==> src/rtl/serial_subtractor.sv <==
// serial_subtractor: digit-serial a - b, LSB digit first, with registered result and flags.
// Optional SUB_ADD_MODE_EN adds an op port (0 = subtract, 1 = add).
module serial_subtractor #(
  parameter int WIDTH = 16,
  parameter int DIGIT = 4
) (
  input  logic             clk,
  input  logic             rst,
  input  logic             start,
`ifdef SUB_ADD_MODE_EN
  input  logic             op,
`endif
  input  logic [WIDTH-1:0] a,
  input  logic [WIDTH-1:0] b,
  output logic             busy,
  output logic             done,
  output logic [WIDTH-1:0] result,
  output logic             overflow,
  output logic             carry,
  output logic             zero,
  output logic             negative
);
  localparam int N = WIDTH / DIGIT;
  localparam int CW = N > 1 ? $clog2(N) : 1;
  localparam int M = WIDTH - 1;
  typedef enum logic [1:0] {IDLE, BUSY, DONE} state_t;
  state_t state, state_n;
  logic [WIDTH-1:0] a_q, b_q, acc, acc_n;
  logic [CW-1:0] cnt;
  logic [DIGIT:0] sum;
  logic [DIGIT-1:0] b_d;
  logic cy, mode, op_in, accept, last;
`ifdef SUB_ADD_MODE_EN
  assign op_in = op;
`else
  assign op_in = 1'b0;
`endif
  assign accept = start && (state == IDLE || state == DONE);
  assign last = cnt == CW'(N - 1);
  assign busy = state == BUSY;
  assign done = state == DONE;
  always_comb begin
    b_d = mode ? b_q[cnt*DIGIT +: DIGIT] : ~b_q[cnt*DIGIT +: DIGIT];
    sum = {1'b0, a_q[cnt*DIGIT +: DIGIT]} + {1'b0, b_d} + (DIGIT+1)'(cy);
    acc_n = acc;
    acc_n[cnt*DIGIT +: DIGIT] = sum[DIGIT-1:0];
  end
  always_comb begin
    state_n = IDLE;
    state_n = accept ? BUSY : (state == BUSY ? (last ? DONE : BUSY) : IDLE);
  end
  always_ff @(posedge clk) state <= rst ? IDLE : state_n;
  // result/flags come from their own registers so they hold steady while acc fills
  always_ff @(posedge clk) begin
    if (rst) begin
      a_q <= '0;
      b_q <= '0;
      acc <= '0;
      cy <= 1'b0;
      mode <= 1'b0;
      cnt <= '0;
      result <= '0;
      overflow <= 1'b0;
      carry <= 1'b0;
      zero <= 1'b0;
      negative <= 1'b0;
    end else if (accept) begin
      a_q <= a;
      b_q <= b;
      acc <= '0;
      cy <= ~op_in;
      mode <= op_in;
      cnt <= '0;
    end else if (busy) begin
      acc <= acc_n;
      cy <= sum[DIGIT];
      cnt <= cnt + 1'b1;
      if (last) begin
        result <= acc_n;
        carry <= sum[DIGIT];
        zero <= ~|acc_n;
        negative <= acc_n[M];
        overflow <= mode ? (~(a_q[M] ^ b_q[M]) & (a_q[M] ^ acc_n[M]))
                         : ((a_q[M] ^ b_q[M]) & ~(b_q[M] ^ acc_n[M]));
      end
    end
  end
endmodule

==> config.mk <==
export PLATFORM = sky130hd
export DESIGN_NAME = serial_subtractor
export DESIGN_NICKNAME = d
export VERILOG_FILES = /design/src/rtl/serial_subtractor.sv
export SDC_FILE = /design/constraint.sdc
export NUM_CORES = 1
export LEC_CHECK = 0
export ABC_AREA = 1
export CORE_UTILIZATION = 45
export CTS_BUF_LIST = sky130_fd_sc_hd__clkbuf_8
export DETAILED_ROUTE_END_ITERATION = 10
export PLACE_DENSITY = 0.74
export SLEW_MARGIN = 20
export SYNTH_ARGS = -nofsm -noshare
export SYNTH_HDL_FRONTEND = slang
export SYNTH_SLANG_ARGS = --single-unit
==> constraint.sdc <==
create_clock -name clk -period 3.46 [get_ports clk]
set_clock_uncertainty 0.1 [all_clocks]
set_input_delay 0.692 -clock clk [delete_from_list [all_inputs] [get_ports clk]]
set_output_delay 0.692 -clock clk [all_outputs]
set_load 0.05 [all_outputs]
==> flow_summary.json <==
{
  "maxSlewViolCount": 0,
  "synth_top_cell_by_area": "dfxtp_1",
  "critPathTopFamily": "adder cells",
  "internal_power_mw": 1.38,
  "fill_cells": 692,
  "wl_per_cell_um": 12.7,
  "power_frac_comb": 0.198,
  "syn_nets": 516,
  "cts_root_buffer": "clkbuf_8",
  "syn-mean-instance-area_um2": 7.18,
  "timing.fmax_mhz": 325,
  "yosys_warnings": 0,
  "htreeDepth": 3,
  "crit_path_max_fanout": 22,
  "hold_buffers": 0,
  "status": "finished, final reports clean",
  "nNetsFinal": 564,
  "grt_overflow_total": 0,
  "r2r_end": "zero",
  "yosysMostFrequentCell": "nor2_1",
  "worstPathCellList": "inv_2 -> o21ai_0 -> o22ai_1 -> fa_1 -> inv_1 -> fa_1 -> inv_1 -> nor2_1 -> a21boi_2 -> nand2_1 -> nor2_1 -> nand3_1 -> nor2_1 -> nand3_1 -> a21oi_2",
  "rsz0062_at_grt": "false",
  "row_count": 31,
  "clkTransAtPathRegs_ns": 0.08,
  "end_kind": "flip-flop",
  "switching_share": 0.301,
  "worst_slew_pin_slew_ns": 0.657,
  "cpMostUsedCell": "nor2_1",
  "synth-async-reset-ratio": 0,
  "synth_common_cells": "104 x nor2_1, 72 x dfxtp_1, 60 x o21ai_0",
  "port_buffers": 56,
  "reg2reg_depth": 15,
  "start_kind": "flip-flop",
  "post_cts_buffers": 0,
  "setup_tns_ns": 0,
  "register_area_um2": 1440,
  "worst-path-buf-inv": 3,
  "power.leakage_nw": 1.87,
  "cp_data_arrival_time_ns": 3.27,
  "layout.cells.non_filler": 622,
  "via_per_inst": 5.10,
  "cpPeakStageDelay_ns": 0.54,
  "synth_top_area_frac": 0.427,
  "die_height_um": 88.6,
  "hold_path.class": "flip-flop to flip-flop",
  "vias": 3173,
  "grt_max_degree": 52,
  "cts-buffers-inserted": 9,
  "hold_viol_final": 0,
  "rrSetupSlack_ns": 0.38,
  "slew_headroom": 0.561,
  "drtPass1Iterations": 4,
  "ys.flop_type": "dfxtp_1",
  "antenna_found_initial": 0,
  "path_depth": 15,
  "clkPwrFrac": 0.344,
  "startpoint": "cnt[0]",
  "cp_data_required_time_ns": 3.65,
  "p_sw_mw": 0.594,
  "initial_core_util": 0.465,
  "crit_end": "zero",
  "powerDensity_nw_per_um2": 471,
  "worst-setup-path-type": "flip-flop to flip-flop",
  "track_usage": 0.219,
  "dp.cells": 606,
  "cts_max_path_buffers": 2,
  "cts_tree": "yes",
  "post-dp-hpwl_mm": 5.81,
  "p_seq_frac": 0.458,
  "drt_iter0_markers": 163,
  "detail-route-antenna-nets": 0,
  "drc_errors": 0,
  "ys_ff_latch": 72,
  "ys_types": 32,
  "die_area_um2": 7850,
  "setup_viol": 0,
  "syn_to_final_growth_pct": 24.3,
  "post_route_cells_drive_above_1_share": 0.0841,
  "die_width_um": 88.6,
  "core_area_um2": 7250,
  "drt-total-wl_mm": 7.89,
  "cap_violations": 0,
  "timing.final.crit_share": 0.890,
  "grt_pass1_vias": 2906,
  "multi_input_area_um2": 1610,
  "n_antenna_cell": 0,
  "synth_edf_count": 0,
  "grt_pass1_wl_mm": 13.1,
  "post_synth_inst_count": 470,
  "cts_resized": 0,
  "synth_seq_area_share": 0.427,
  "ir_drop_v": 0.000320,
  "fin_crit_ns": 3.08,
  "clock_latency_ns": 0.35,
  "cp_slowest_cell": "dfxtp_1",
  "clock-sinks": 72,
  "gp_congestion": 0.892,
  "io_pins": 57,
  "synthesis.area_um2": 3370,
  "rr_startpoint": "cnt[0]",
  "synth_area_leaders": "dfxtp_1 43%, nor2_1 12%, o21ai_0 8.9%, nand2_1 5.8%, inv_1 5.6%"
}
## flip-flops by register name, summed over array words and instances, names as in the netlist
register / count
a_q: 16
acc: 16
b_q: 16
carry: 1
cnt: 2
cy: 1
overflow: 1
result: 16
state: 2
zero: 1
## layout by cell type (no fill, tap or decap), types with 4 or more instances in the layout
cell	n
a21oi_1	19
buf_4	4
clkbuf_8	10
clkdlybuf4s50_1	56
dfxtp_1	72
ha_1	9
inv_1	50
inv_2	9
nand2_1	52
nand3_1	16
nand4_1	4
nor2_1	104
nor2_4	4
o211ai_1	9
o21a_1	4
o21ai_0	60
o21ai_1	7
o22ai_1	7
## how the worst min path moves through the flow
stage / start / cells past startpoint / slack [ns] / end
after floorplan: a_q[10] / 2 / 0.35 / a_q[10]
after global placement: result[13] / 2 / 0.36 / result[13]
after detailed placement: b_q[4] / 2 / 0.37 / b_q[4]
after CTS: result[11] / 2 / 0.39 / result[11]
after global routing: zero / 2 / 0.41 / zero
final: result[13] / 2 / 0.38 / result[13]
## per-layer routing
layer	wire, um	GRT usage
met5	0	0
met4	188	0.104
met3	384	0.0448
met1	3430	0.264
met2	3890	0.373
## per-stage QoR
stage	area, um^2	hold slack [ns]	setup slack [ns]	power, mW	util
3_5_place_dp	3990	0.368	0.478	1.31	0.550
4_1_cts	4190	0.388	0.435	1.98	0.578
3_3_place_gp	3990	0.362	0.535	1.30	0.550
2_1_floorplan	3370	0.350	0.502	1.19	-
5_1_grt	4190	0.409	0.0999	2.08	0.578
6_report	4190	0.385	0.380	1.97	0.578
## final cells by class
class                   count  area share
multi-input cells         315       0.384
inverters                  60      0.0537
flip-flops and latches     72       0.344
clock buffers              10      0.0328
repair buffers             60       0.141
well taps                  99      0.0295
clock inverters             6      0.0158
## power by group through the flow
| stage | combinational (mW) | clock, mW | sequential, mW |
|---|---|---|---|
| 3_3_place_gp | 0.378 | 0 | 0.922 |
| 4_1_cts | 0.389 | 0.690 | 0.903 |
| 5_1_grt | 0.443 | 0.730 | 0.908 |
| 2_1_floorplan | 0.274 | 0 | 0.915 |
| 6_report | 0.392 | 0.678 | 0.904 |
| 3_5_place_dp | 0.388 | 0 | 0.923 |
## logic make-up (layout without fill, tap and decap cells)
group,Yosys count,count (layout),synth area share
AO/OA/AOI/OAI,115,115,0.193
adder cells (fa/ha/maj),11,11,0.0452
buffers and inverters,83,136,0.0960
flip-flops,72,72,0.427
AND/OR/NAND/NOR,189,189,0.239
## worst min-delay path: stages, from the launching register on
cell	delay, ns
dfxtp_1	0.32
nand3_1	0.08
nand2_1	0.05
Power figures use the tool's default switching activity.
